`src/rtl/echo_pkg.sv`:
```
`default_nettype none
// ============================================================================
//  Module      : echo_pkg
//  Description : Shared constants for the echo-cancellation sequencer:
//                FSM state encoding, timeout_err bit positions, out_sel
//                encodings and the default frame length.
//  Revision    : 1.0 - initial release
// ============================================================================
package echo_pkg;

    // Default number of operation clocks per sample frame.
    localparam int DEFAULT_SAMPLING_CYCLE = 1510;

    // Sequencer FSM state encoding (fixed 3-bit width).
    typedef logic [2:0] state_t;
    localparam state_t c_ST_IDLE   = 3'd0;
    localparam state_t c_ST_CONV   = 3'd1;
    localparam state_t c_ST_LAG    = 3'd2;
    localparam state_t c_ST_APPROX = 3'd3;
    localparam state_t c_ST_CANCEL = 3'd4;
    localparam state_t c_ST_OUT    = 3'd5;

    // Bit positions inside timeout_err: [conv, lag, approx, cancel].
    localparam int c_TO_CONV   = 3;
    localparam int c_TO_LAG    = 2;
    localparam int c_TO_APPROX = 1;
    localparam int c_TO_CANCEL = 0;

    // Output converter source selection.
    localparam logic OUT_SEL_E      = 1'b0;  // adaptation error e
    localparam logic OUT_SEL_CANCEL = 1'b1;  // signal_without_echo

endpackage : echo_pkg
`default_nettype wire

```
`src/rtl/stage_handshake.sv`:
```
`default_nettype none
// ============================================================================
//  Module      : stage_handshake
//  Description : Shared per-stage handshake helper. Counts clocks since the
//                current stage state was entered, produces the enable pulse
//                window, qualifies the stage ready only after the pulse has
//                ended, and flags a timeout on the last allowed wait clock.
//  Ports       : clk_operation  - operation clock
//                rst            - asynchronous active-low reset
//                i_restart      - current clock enters a stage state
//                i_ready        - ready of the stage currently being served
//                o_pulse_next   - enable pulse active in the next clock
//                o_ready_ok     - ready seen after the pulse window
//                o_timed_out    - last wait clock passed without ready
//  Revision    : 1.0 - initial release
// ============================================================================
module stage_handshake #(
    parameter int PULSE_LEN = 2,
    parameter int TIMEOUT   = 1024
) (
    input  logic clk_operation,
    input  logic rst,
    input  logic i_restart,
    input  logic i_ready,
    output logic o_pulse_next,
    output logic o_ready_ok,
    output logic o_timed_out
);

    localparam int                  c_WAIT_W = $clog2(TIMEOUT + 1);
    localparam logic [c_WAIT_W-1:0] c_PULSE  = c_WAIT_W'(PULSE_LEN);
    localparam logic [c_WAIT_W-1:0] c_LAST   = c_WAIT_W'(TIMEOUT - 1);
    localparam logic [c_WAIT_W-1:0] c_ONE    = c_WAIT_W'(1);

    // r_wait = number of clocks already spent in the current stage state.
    logic [c_WAIT_W-1:0] r_wait;
    logic [c_WAIT_W-1:0] w_wait_nxt;

    // Saturates at the last wait value so an idle FSM cannot wrap it.
    always_comb begin
        w_wait_nxt = r_wait;
        if (i_restart) begin
            w_wait_nxt = '0;
        end else if (r_wait != c_LAST) begin
            w_wait_nxt = r_wait + c_ONE;
        end
    end

    always_ff @(posedge clk_operation or negedge rst) begin
        if (!rst) begin
            r_wait <= '0;
        end else begin
            r_wait <= w_wait_nxt;
        end
    end

    // Looks one clock ahead so the caller can register its enable outputs.
    assign o_pulse_next = (w_wait_nxt < c_PULSE);
    // Stages drop ready once enabled; anything seen during the pulse is stale.
    assign o_ready_ok   = i_ready && (r_wait >= c_PULSE);
    assign o_timed_out  = (r_wait == c_LAST) && !o_ready_ok;

endmodule : stage_handshake
`default_nettype wire

```
`src/rtl/pipeline_sequencer.sv`:
```
`default_nettype none
// ============================================================================
//  Module      : pipeline_sequencer
//  Description : Per-sample controller of the echo-cancellation chain. Owns
//                the free-running sampling counter and steps each frame
//                through conv -> lag -> approx|cancel -> out using
//                ready-driven handshakes with timeout and overrun detection.
//                Switches from adaptation to cancellation after MAX_ITER
//                completed adaptation frames.
//  Ports       : clk_operation, rst (async, active-low), run, ready_* (in);
//                sampling_cycle_counter, sampling_light, enable_*, out_sel,
//                adapt_mode, iteration, timeout_err, overrun, busy (out,
//                all registered).
//  Revision    : 1.0 - initial release
// ============================================================================
module pipeline_sequencer
    import echo_pkg::*;
#(
    parameter int SAMPLING_CYCLE = DEFAULT_SAMPLING_CYCLE,
    parameter int CNT_W          = 13,
    parameter int MAX_ITER       = 20,
    parameter int ITER_W         = 8,
    parameter int PULSE_LEN      = 2,
    parameter int TIMEOUT        = 1024
) (
    input  logic              clk_operation,
    input  logic              rst,
    input  logic              run,
    input  logic              ready_conv,
    input  logic              ready_lag,
    input  logic              ready_approx,
    input  logic              ready_cancel,
    output logic [CNT_W-1:0]  sampling_cycle_counter,
    output logic              sampling_light,
    output logic              enable_conv,
    output logic              enable_lag,
    output logic              enable_approx,
    output logic              enable_cancel,
    output logic              enable_sampling,
    output logic              enable_out,
    output logic              out_sel,
    output logic              adapt_mode,
    output logic [ITER_W-1:0] iteration,
    output logic [3:0]        timeout_err,
    output logic              overrun,
    output logic              busy
);

    localparam logic [CNT_W-1:0]  c_LAST_CNT = CNT_W'(SAMPLING_CYCLE - 1);
    localparam logic [CNT_W-1:0]  c_CNT_ONE  = CNT_W'(1);
    localparam logic [ITER_W-1:0] c_MAX_ITER = ITER_W'(MAX_ITER);
    localparam logic [ITER_W-1:0] c_ITER_ONE = ITER_W'(1);

    logic [CNT_W-1:0]  r_cnt;
    logic              r_cnt_run;
    logic              r_light;
    state_t            r_state;
    logic              r_en_conv, r_en_lag, r_en_approx, r_en_cancel;
    logic              r_en_sampling, r_en_out, r_out_sel, r_adapt;
    logic [ITER_W-1:0] r_iter;
    logic [3:0]        r_to_err;
    logic              r_ovr, r_busy;

    logic [CNT_W-1:0]  w_cnt_nxt;
    state_t            w_state_nxt;
    logic              w_restart, w_ready_sel, w_in_stage;
    logic              w_pulse_nxt, w_ready_ok, w_timed_out;
    logic [3:0]        w_to_set;
    logic              w_ovr_set, w_samp_set, w_iter_inc, w_sel_nxt;

    // The counter holds 0 for the first clock after reset so that
    // sampling_light (our registered "counter == 0") rises on that clock.
    always_comb begin
        w_cnt_nxt = r_cnt + c_CNT_ONE;
        if (!r_cnt_run || (r_cnt == c_LAST_CNT)) begin
            w_cnt_nxt = '0;
        end
    end

    always_comb begin
        w_ready_sel = 1'b0;
        case (r_state)
            c_ST_CONV:   w_ready_sel = ready_conv;
            c_ST_LAG:    w_ready_sel = ready_lag;
            c_ST_APPROX: w_ready_sel = ready_approx;
            c_ST_CANCEL: w_ready_sel = ready_cancel;
            default:     w_ready_sel = 1'b0;
        endcase
    end

    assign w_in_stage = (r_state == c_ST_CONV)   || (r_state == c_ST_LAG) ||
                        (r_state == c_ST_APPROX) || (r_state == c_ST_CANCEL);

    stage_handshake #(
        .PULSE_LEN (PULSE_LEN),
        .TIMEOUT   (TIMEOUT)
    ) u_handshake (
        .clk_operation (clk_operation),
        .rst           (rst),
        .i_restart     (w_restart),
        .i_ready       (w_ready_sel),
        .o_pulse_next  (w_pulse_nxt),
        .o_ready_ok    (w_ready_ok),
        .o_timed_out   (w_timed_out)
    );

    // w_restart marks every entry into a stage state, including CONV->CONV
    // when an overrun aborts a frame that was still in conversion.
    always_comb begin
        w_state_nxt = r_state;
        w_restart   = 1'b0;
        w_to_set    = 4'b0000;
        w_ovr_set   = 1'b0;
        w_samp_set  = 1'b0;
        w_iter_inc  = 1'b0;
        w_sel_nxt   = r_out_sel;
        if (r_light && w_in_stage) begin
            w_ovr_set   = 1'b1;
            w_state_nxt = run ? c_ST_CONV : c_ST_IDLE;
            w_restart   = run;
        end else begin
            case (r_state)
                c_ST_IDLE: begin
                    if (r_light && run) begin
                        w_state_nxt = c_ST_CONV;
                        w_restart   = 1'b1;
                    end
                end
                c_ST_CONV: begin
                    if (w_ready_ok) begin
                        w_state_nxt = c_ST_LAG;
                        w_restart   = 1'b1;
                    end else if (w_timed_out) begin
                        w_to_set[c_TO_CONV] = 1'b1;
                        w_state_nxt         = c_ST_IDLE;
                    end
                end
                c_ST_LAG: begin
                    if (w_ready_ok) begin
                        w_samp_set  = 1'b1;
                        w_state_nxt = r_adapt ? c_ST_APPROX : c_ST_CANCEL;
                        w_restart   = 1'b1;
                    end else if (w_timed_out) begin
                        w_to_set[c_TO_LAG] = 1'b1;
                        w_state_nxt        = c_ST_IDLE;
                    end
                end
                c_ST_APPROX: begin
                    if (w_ready_ok) begin
                        w_state_nxt = c_ST_OUT;
                        w_sel_nxt   = OUT_SEL_E;
                        w_iter_inc  = 1'b1;
                    end else if (w_timed_out) begin
                        w_to_set[c_TO_APPROX] = 1'b1;
                        w_state_nxt           = c_ST_IDLE;
                    end
                end
                c_ST_CANCEL: begin
                    if (w_ready_ok) begin
                        w_state_nxt = c_ST_OUT;
                        w_sel_nxt   = OUT_SEL_CANCEL;
                    end else if (w_timed_out) begin
                        w_to_set[c_TO_CANCEL] = 1'b1;
                        w_state_nxt           = c_ST_IDLE;
                    end
                end
                c_ST_OUT: begin
                    // A frame finishing exactly at the wrap is not an overrun;
                    // the next frame still starts on time.
                    w_state_nxt = (r_light && run) ? c_ST_CONV : c_ST_IDLE;
                    w_restart   = r_light && run;
                end
                default: w_state_nxt = c_ST_IDLE;
            endcase
        end
    end

    always_ff @(posedge clk_operation or negedge rst) begin
        if (!rst) begin
            r_cnt         <= '0;
            r_cnt_run     <= 1'b0;
            r_light       <= 1'b0;
            r_state       <= c_ST_IDLE;
            r_en_conv     <= 1'b0;
            r_en_lag      <= 1'b0;
            r_en_approx   <= 1'b0;
            r_en_cancel   <= 1'b0;
            r_en_sampling <= 1'b0;
            r_en_out      <= 1'b0;
            r_out_sel     <= OUT_SEL_E;
            r_adapt       <= 1'b1;
            r_iter        <= '0;
            r_to_err      <= 4'b0000;
            r_ovr         <= 1'b0;
            r_busy        <= 1'b0;
        end else begin
            r_cnt       <= w_cnt_nxt;
            r_cnt_run   <= 1'b1;
            r_light     <= (w_cnt_nxt == '0);
            r_state     <= w_state_nxt;
            r_en_conv   <= (w_state_nxt == c_ST_CONV)   && w_pulse_nxt;
            r_en_lag    <= (w_state_nxt == c_ST_LAG)    && w_pulse_nxt;
            r_en_approx <= (w_state_nxt == c_ST_APPROX) && w_pulse_nxt;
            r_en_cancel <= (w_state_nxt == c_ST_CANCEL) && w_pulse_nxt;
            r_en_out    <= (w_state_nxt == c_ST_OUT);
            r_busy      <= (w_state_nxt != c_ST_IDLE);
            r_out_sel   <= w_sel_nxt;
            r_to_err    <= r_to_err | w_to_set;
            if (w_samp_set) begin
                r_en_sampling <= 1'b1;
            end
            if (w_ovr_set) begin
                r_ovr <= 1'b1;
            end
            if (w_iter_inc && (r_iter < c_MAX_ITER)) begin
                r_iter <= r_iter + c_ITER_ONE;
            end
            // Mode switches only as a frame retires, so routing in LAG never
            // sees a mode change within the same frame.
            if ((r_state == c_ST_OUT) && (r_iter >= c_MAX_ITER)) begin
                r_adapt <= 1'b0;
            end
        end
    end

    assign sampling_cycle_counter = r_cnt;
    assign sampling_light         = r_light;
    assign enable_conv            = r_en_conv;
    assign enable_lag             = r_en_lag;
    assign enable_approx          = r_en_approx;
    assign enable_cancel          = r_en_cancel;
    assign enable_sampling        = r_en_sampling;
    assign enable_out             = r_en_out;
    assign out_sel                = r_out_sel;
    assign adapt_mode             = r_adapt;
    assign iteration              = r_iter;
    assign timeout_err            = r_to_err;
    assign overrun                = r_ovr;
    assign busy                   = r_busy;

endmodule : pipeline_sequencer
`default_nettype wire

```
`config.mk`:
```
export PLATFORM = sky130hd
export DESIGN_NAME = pipeline_sequencer
export DESIGN_NICKNAME = d
export VERILOG_FILES = /design/src/rtl/echo_pkg.sv /design/src/rtl/stage_handshake.sv /design/src/rtl/pipeline_sequencer.sv
export SDC_FILE = /design/constraint.sdc
export NUM_CORES = 1
export LEC_CHECK = 0
export CORE_ASPECT_RATIO = 0.5
export CORE_UTILIZATION = 50
export CTS_BUF_LIST = sky130_fd_sc_hd__clkbuf_8
export CTS_CLUSTER_SIZE = 14
export DETAILED_ROUTE_END_ITERATION = 12
export HOLD_SLACK_MARGIN = 0.15
export MAX_ROUTING_LAYER = met4
export PLACE_DENSITY = 0.77
export SETUP_SLACK_MARGIN = 0.15
export SLEW_MARGIN = 20
export SYNTH_ARGS = -nofsm -noshare
export SYNTH_HDL_FRONTEND = slang
export SYNTH_SLANG_ARGS = --single-unit
```
`constraint.sdc`:
```
create_clock -name clk_operation -period 2.3 [get_ports clk_operation]
set_input_delay 0.575 -clock clk_operation [delete_from_list [all_inputs] [get_ports clk_operation]]
set_output_delay 0.575 -clock clk_operation [all_outputs]
set_load 0.1 [all_outputs]
```
==> summary.txt, run 1 <==
Routing
  – Drt wl/cell: approximately 16 um
  – Residual DRC: 0
  – DRT Pass-1 Iters: 4
  – Drt via density: ~5.6
  – Routed Antenna Nets: 0
  – Vias: around 2400
  – WL final: approximately 6700 um
  – Initial DRC count: 104

Pwr
  – Switch Pwr: roughly 1.5 mW
  – Power per cell area: roughly 900 nW/um2
  – Gate power share: 0.507
  – Maximum vdd ir drop: 0.000628 V
  – Leak pwr: between 1.5 and 2 nW
  – Sw Ratio: 0.438
  – Clk pwr share: 0.159
  – Internal power: 1.87 mW
  – Sequential power share: 0.335

Synthesis
  – Most used DFF post-synth: dfrtp_1
  – Synth Area per Inst: 10.0 um2
  – Gate count after technology mapping: approximately 280
  – Leading area contributor after synthesis: dfrtp_1
  – Top cell type's share of synthesized area: 0.451
  – Synthesized Nets: 289
  – #FFs+latches synth: 51
  – Sequential cell area fraction in the yosys report: 0.461
  – Synth top area cells: dfrtp_1 45%, nor2_1 4.3%, xnor2_1 3.5%
  – Ys async rst share: 1.00
  – Yosys warnings: 0
  – Synth unique cells: 62
  – Most instantiated cells after synthesis: 50 x dfrtp_1, 32 x nor2_1, 20 x nand2_1
  – Number of enable flip-flop cells after synthesis: 0
  – Most frequent cell after synthesis: dfrtp_1
  – Synthesized area: about 2800 um2

STA
  – Fmax: ~460 MHz
  – Slack of the critical path: ~0.13 ns
  – Slew headroom: 0.643
  – Slew Viols, Final: 0
  – Final hold vios: 0
  – Hold slack final: 0.204 ns
  – Setup Skew: ~0.0064 ns
  – RSZ-0062 raised after global routing: true
  – Worst slew pin tran: 0.535 ns
  – Setup TNS: 0 ns
  – Post-route minimum period: about 2.2 ns
  – Period utilization: 0.942
  – Final Setup Violations: 0

Setup path
  – CP Max Fanout: 4
  – FF-to-FF path depth: 10
  – Reg2reg setup slack: 0.13 ns
  – WP data arrival: 2.37 ns
  – R2r endpoint: enable_lag
  – Crit end category: flip-flop
  – Setup crit start: ready_conv
  – CP Data Required Time: between 2 and 3 ns
  – Startpoint Class: primary input
  – Worst r2r src: u_handshake.r_wait[0]
  – Critical path class: primary input to flip-flop

Clock tree
  – Longest Clk Path Bufs: 2
  – Root Driver: clkbuf_8
  – CTS clk-pin slew, worst paths: 0.10 ns
  – Worst-skew pair later-pin latency: between 0.3 and 0.4 ns
  – Num CTS Buffers: 5
  – Clk sinks: a little over 50
  – CTS tree: yes
  – H-tree depth: 2

Global route
  – GRT overflow: 0
  – Largest net degree at the start of global routing: 24
  – Initial antenna violation count: 0
  – First-pass GRT wire length: approximately 10000 um
  – GRT Overall Usage: 0.235
  – Vias in the first global route: ~2200

Die
  – Die ar.: approximately 5900 um2
  – Die X: approximately 110 um
  – Chip height: around 55 um
  – Cell Rows: 18
  – Placeable Area: between 5000 and 6000 um2
  – Io pins: between 40 and 50
  – Starting Density: 0.540

Finish
  – Post-route insts no fill: 422
  – # nets final: roughly 360
  – Fill count: approximately 370
  – Fraction of layout cells with a size suffix above 1: 0.406
  – Layout area overhead: 33.0%
  – ANT cells: 0

Outcome
  – Outcome: complete, no violations

Min path
  – Hold Crit Class: primary input to async pin

Flow run
  – Maxcap violations: 0

Placement
  – Place WS: -0.357 ns
  – Placed insts: between 300 and 400
  – Number of buffers added on ports: 42
  – GPL Wtd Cong: about 0.86
  – HPWL Detailed: 4340 um
## what timing repair did
item,4_1_cts,5_1_grt
buffers inserted,9,6
cloned,0,0
hold buffers,0,0
gates resized for setup,19,19
endpoints found under the setup margin,9,11
pin swaps,9,3
hold endpoints to repair,0,0
## critical path: stages
cell and delay [ns]:
dlygate4sd2_1 0.25, mux2_4 0.27, a211o_4 0.36, buf_6 0.14, nand4_1 0.14, o211a_4 0.21, nor2_2 0.07, or3_1 0.35
## kinds of logic (layout without fill, tap and decap cells)
kind of cell | Yosys count | after routing | synth area share
compound gates | 45 | 45 | 0.135
xor+xnor | 22 | 22 | 0.0695
fa+ha+maj | 6 | 6 | 0.0271
buf+inv | 27 | 103 | 0.0411
flops | 51 | 51 | 0.461
mux | 5 | 5 | 0.0203
other cells | 1 | 1 | 0.00135
simple gates | 119 | 119 | 0.245
## final cells by class
type | count | area (um2) | share of cell area
Multi-Input combinational cell | 198 | 1540 | 0.418
Sequential cell | 51 | 1300 | 0.353
Timing Repair Buffer | 80 | 613 | 0.166
Tap cell | 70 | 87.6 | 0.0237
Clock buffer | 5 | 68.8 | 0.0187
Inverter | 15 | 56.3 | 0.0153
Clock inverter | 3 | 18.8 | 0.00509
## flip-flops by register name (all words and copies together) (netlist names)
name / count
enable_out: 1
iteration: 8
out_sel: 1
u_handshake.r_wait: 11
overrun: 1
sampling_cycle_counter: 13
r_state: 3
adapt_mode: 1
enable_conv: 1
enable_lag: 1
enable_cancel: 1
sampling_light: 1
r_cnt_run: 1
timeout_err: 4
enable_approx: 1
busy: 1
enable_sampling: 1
## layout by cell type (no fill, tap or decap), types with 8 or more instances in the layout
| cell type | Yosys | routed |
|---|---|---|
| nand3_1 | 13 | 12 |
| xnor2_1 | 11 | 11 |
| buf_4 | 0 | 72 |
| o21ai_0 | 11 | 11 |
| inv_1 | 14 | 14 |
| xor2_1 | 11 | 10 |
| nand2_1 | 20 | 19 |
| nor2_1 | 32 | 31 |
| dfrtp_1 | 50 | 32 |
| dfrtp_2 | 0 | 17 |
| nand4_1 | 8 | 8 |
## power groups by stage
stage | clock, mW | combinational (mW) | sequential [mW]
after global placement | 0 | 1.28 | 1.12
after floorplan | 0 | 0.590 | 1.47
after CTS | 0.541 | 1.48 | 1.11
after detailed placement | 0 | 1.30 | 1.13
final | 0.530 | 1.69 | 1.12
after global routing | 0.572 | 1.77 | 1.13
## per-layer routing
layer,track usage,up-vias,routed length [um]
met5,-,-,0
met4,0.0731,0,104
met3,0.0476,11,325
met2,0.398,70,3190
met1,0.293,1150,3060
li1,-,1125,-
## per-stage QoR
| stage | util | power [mW] | area, um2 |
|---|---|---|---|
| floorplan | - | 2.06 | 2790 |
| global placement | 0.647 | 2.40 | 3320 |
| detailed placement | 0.647 | 2.43 | 3320 |
| CTS | 0.694 | 3.13 | 3560 |
| global route | 0.718 | 3.48 | 3690 |
| finish | 0.718 | 3.34 | 3690 |
## worst max-delay path by stage
stage                      to  slack (ns)
2_1_floorplan  sampling_light        0.04
3_3_place_gp             busy       -0.27
3_5_place_dp    enable_approx       -0.36
4_1_cts           enable_conv        0.15
5_1_grt            enable_lag        0.07
6_report                 busy        0.13
No activity file was read; power rests on OpenSTA's default activity.
==> inputs of run 2 (changes only) <==
--- a/config.mk
+++ b/config.mk
@@ -5,6 +5,7 @@
 export SDC_FILE = /design/constraint.sdc
 export NUM_CORES = 1
 export LEC_CHECK = 0
+export ABC_AREA = 1
 export CORE_ASPECT_RATIO = 0.5
 export CORE_UTILIZATION = 50
 export CTS_BUF_LIST = sky130_fd_sc_hd__clkbuf_8
@@ -14,7 +15,7 @@
 export MAX_ROUTING_LAYER = met4
 export PLACE_DENSITY = 0.77
 export SETUP_SLACK_MARGIN = 0.15
-export SLEW_MARGIN = 20
+export SLEW_MARGIN = 10
 export SYNTH_ARGS = -nofsm -noshare
 export SYNTH_HDL_FRONTEND = slang
 export SYNTH_SLANG_ARGS = --single-unit
==> run 2 against run 1 <==
  * Wire length shrank 16%
  * Non-clock buffer count shrank 33
  * Final area shrank 13%
  * Synthesized cell count grew 17%
  * Power shrank 22%
  * Register-to-register slack gained 0.17 ns
  * Clock power shrank 6.4%
  * Synthesized area shrank 4.3%
  * Global-route usage shrank 1.4 points
==> summary.txt, run 2 <==
Pwr
  – Power per cell area: 806 nW/um2 (was 905 nW/um2)
  – Tot Pwr: 2.59 mW (was 3.34 mW)
  – Clk pwr share: 0.191 (was 0.159)
  – Sequential power share: 0.415 (was 0.335)
  – Leak pwr: 1.68 nW (was 1.67 nW)
  – Switch Pwr: 1.12 mW (was 1.46 mW)
  – Maximum vdd ir drop: 0.000385 V (was 0.000628 V)
  – Internal power: 1.48 mW (was 1.87 mW)
  – Gate power share: 0.394 (was 0.507)
  – Sw Ratio: 0.431 (was 0.438)

STA
  – Setup Skew: 0.00679 ns (was 0.00636 ns)
  – Post-route minimum period: 2.00 ns (was 2.17 ns)
  – Fmax: 500 MHz (was 461 MHz)
  – Period utilization: 0.870 (was 0.942)
  – Slew Viols, Final: 0 (unchanged)
  – Final hold vios: 0 (unchanged)
  – Final Setup Violations: 0 (unchanged)
  – Setup TNS: 0 ns (unchanged)
  – RSZ-0062 raised after global routing: false (was true)

Clock tree
  – Cts-stage hold buffer count: 0 (unchanged)
  – Longest Clk Path Bufs: 2 (unchanged)
  – CTS clk-pin slew, worst paths: 0.09 ns (was 0.10 ns)
  – Clk sinks: 51 (unchanged)
  – H-tree depth: 2 (unchanged)
  – Worst-skew pair later-pin latency: 0.30 ns (was 0.31 ns)
  – Num CTS Buffers: 5 (unchanged)
  – CTS tree: yes (unchanged)
  – Root Driver: clkbuf_8 (unchanged)

Synthesis
  – Synth unique cells: 39 (was 62)
  – Yosys warnings: 0 (unchanged)
  – Synth top area cells: dfrtp_1 47%, nand2_1 8.1%, nor2_1 6.9% (was dfrtp_1 45%, nor2_1 4.3%, xnor2_1 3.5%)
  – Number of enable flip-flop cells after synthesis: 0 (unchanged)
  – Most frequent cell after synthesis: nand2_1 (was dfrtp_1)
  – Gate count after technology mapping: 323 (was 276)
  – Synthesized area: 2650 um2 (was 2770 um2)
  – Combinational family with the most area after synthesis: simple AND/OR/NAND/NOR gates (unchanged)
  – Post-synthesis xor/xnor area fraction: 0.0363 (was 0.0695)
  – Ys async rst share: 1.00 (unchanged)
  – Compound-Gate Fraction of Synth Area: 0.0896 (was 0.135)
  – Multiplexer share of the synthesized area: 0 (was 0.0203)
  – Synth Area per Inst: 8.21 um2 (was 10.0 um2)
  – Adder-Cell Fraction of Synth Area: 0.0283 (was 0.0271)
  – Sequential cell area fraction in the yosys report: 0.482 (was 0.461)
  – Most used DFF post-synth: dfrtp_1 (unchanged)
  – Leading area contributor after synthesis: dfrtp_1 (unchanged)
  – Most instantiated cells after synthesis: 57 x nand2_1, 50 x dfrtp_1, 49 x nor2_1 (was 50 x dfrtp_1, 32 x nor2_1, 20 x nand2_1)
  – #FFs+latches synth: 51 (unchanged)
  – Synthesized Nets: 336 (was 289)
  – Post-synthesis simple-gate area fraction: 0.286 (was 0.245)
  – Top cell type's share of synthesized area: 0.472 (was 0.451)

Finish
  – Final Cell Area: 3220 um2 (was 3690 um2)
  – Commonest non-fill, non-tap cell in the layout: nand2_1 (was buf_4)
  – Fraction of layout cells with a size suffix above 1: 0.231 (was 0.406)
  – Most frequent cells in the layout: 57 x nand2_1, 47 x nor2_1, 43 x inv_1, 43 x dfrtp_1, 40 x buf_4 (was 72 x buf_4, 32 x dfrtp_1, 31 x nor2_1, 19 x nand2_1, 17 x dfrtp_2)
  – Number of flip-flops in the largest register: 13 (unchanged)
  – ANT cells: 0 (unchanged)
  – Layout area overhead: 21.3% (was 33.0%)
  – # nets final: 384 (was 364)
  – Post-route insts no fill: 442 (was 422)

Flow run
  – Maxcap violations: 0 (unchanged)

Min path
  – Hold Crit Class: primary input to async pin (unchanged)

Setup path
  – Critical path class: flip-flop to flip-flop (was primary input to flip-flop)
  – CP Max Fanout: 9 (was 4)
  – Crit end category: flip-flop (unchanged)
  – Delay of the slowest critical-path stage: 0.45 ns (was 0.36 ns)
  – Setup crit start: u_handshake.r_wait[0] (was ready_conv)
  – FF-to-FF path depth: 13 (was 10)
  – Startpoint Class: flip-flop (was primary input)
  – Worst r2r src: u_handshake.r_wait[0] (unchanged)
  – Reg2reg setup slack: 0.30 ns (was 0.13 ns)
  – Crit path capture: enable_cancel (was busy)
  – R2r endpoint: enable_cancel (was enable_lag)
  – Critical-path top delay cell: dfrtp_1 (was a211o_4)
  – Crit-path cells: ha_1, inv_1, nor2_4, nand3_4, buf_4, nand2_1, o21ai_2, inv_1, o31ai_1, nand2_1, inv_1, nand2_2, nor2_1 (was dlygate4sd2_1, mux2_4, a211o_4, buf_6, nand4_1, o211a_4, nor2_2, or3_1)
  – Top Family by Delay on Critical Path: simple AND/OR/NAND/NOR gates (was compound AO/OA/AOI/OAI gates)
  – Bufs and invs on worst path: 4 (was 2)
  – WP data arrival: 2.23 ns (was 2.37 ns)
  – Most frequent CP cell: inv_1
  – CP Data Required Time: 2.53 ns (was 2.50 ns)
  – Critical Path Stages: 13 (was 8)

Die
  – Die ar.: 5620 um2 (was 5870 um2)
  – Placeable Area: 5020 um2 (was 5130 um2)
  – Io pins: 43 (unchanged)
  – Starting Density: 0.528 (was 0.540)
  – Die X: 105 um (was 107 um)
  – Cell Rows: 18 (unchanged)
  – Chip height: 53.5 um (was 54.7 um)

Routing
  – WL final: 5610 um (was 6680 um)
  – Drt via density: 5.19 (was 5.58)
  – Initial DRC count: 115 (was 104)
  – Residual DRC: 0 (unchanged)
  – Drt wl/cell: 12.7 um (was 15.8 um)
  – DRT Pass-1 Iters: 4 (unchanged)
  – Routed Antenna Nets: 0 (unchanged)
  – Vias: 2294 (was 2356)

Outcome
  – Outcome: complete, no violations (unchanged)

Placement
  – GPL Wtd Cong: 0.906 (was 0.859)
  – Placed Instance Area: 3100 um2 (was 3320 um2)
  – Number of buffers added on ports: 42 (unchanged)
  – HPWL Detailed: 4260 um (was 4340 um)
  – Placed insts: 434 (was 399)

Global route
  – First-pass GRT wire length: 9380 um (was 10100 um)
  – Initial antenna violation count: 0 (unchanged)
  – Largest net degree at the start of global routing: 32 (was 24)
  – GRT overflow: 0 (unchanged)
  – GRT Overall Usage: 0.222 (was 0.235)
  – Vias in the first global route: 2110 (was 2160)
## run 2: cell count changes in the layout (fill, tap and decap cells not counted), sizes merged, moves of 4 or more
cell,change
nand2b,-4
or3,-4
nor4,-5
inv,+30
nor2,+20
and3,-4
clkdlybuf4s50,+4
xnor2,-8
buf,-33
and2,-4
a21oi,+5
nand3,+11
dlygate4sd2,-4
nand2,+41
## run 2: through the flow
| step | util | worst slack, ns | hold slack [ns] |
|---|---|---|---|
| after floorplan | - | 0.154 | 0.279 |
| after global placement | 0.617 | 0.109 | 0.389 |
| after detailed placement | 0.617 | 0.0383 | 0.396 |
| after CTS | 0.633 | 0.263 | 0.232 |
| after global routing | 0.641 | 0.131 | 0.254 |
| final | 0.641 | 0.300 | 0.220 |
## run 2: routing by layer
metal | part of all wire | global-route usage
met3 | 0.048 | 0.0456
met5 | 0 | -
met4 | 0 | 0.0446
met1 | 0.47 | 0.282
met2 | 0.48 | 0.376
## run 2: how the worst min path moves through the flow
stage	slack (ns)	cells past startpoint	start	to
finish	0.22	1	rst	iteration[4]
global route	0.25	1	rst	iteration[3]
CTS	0.23	1	rst	iteration[2]
detailed placement	0.40	0	iteration[5]	iteration[5]
global placement	0.39	0	iteration[7]	iteration[7]
floorplan	0.28	0	rst	busy
## run 2: cells by family after synthesis
kind of cell,count (synthesis)
DFF,51
and+or+nand+nor,167
adders and majority gates,6
xor gates and xnor gates,11
buffers and inverters,52
other,1
AOI/OAI and AO/OA,35
## run 2: power by group through the flow
stage / clock network, mW / registers (mW) / logic (mW)
2_1_floorplan: 0 / 1.29 / 0.555
3_3_place_gp: 0 / 1.09 / 0.976
3_5_place_dp: 0 / 1.09 / 0.996
4_1_cts: 0.513 / 1.07 / 0.999
5_1_grt: 0.558 / 1.09 / 1.12
6_report: 0.496 / 1.07 / 1.02
## run 2: cell type report
cell class              instances  area [um2]
clock buffers                   5        68.8
clock inverters                 3        15.0
fillers                       425        1810
inverters                      46         173
multi-input cells             220        1210
flip-flops and latches         51        1290
well taps                      70        87.6
repair buffers                 47         375
## run 2: what timing repair did
item                                    in CTS  in global routing
resized for setup                            0                  8
buffers inserted                             0                  0
endpoints found under the setup margin       0                  6
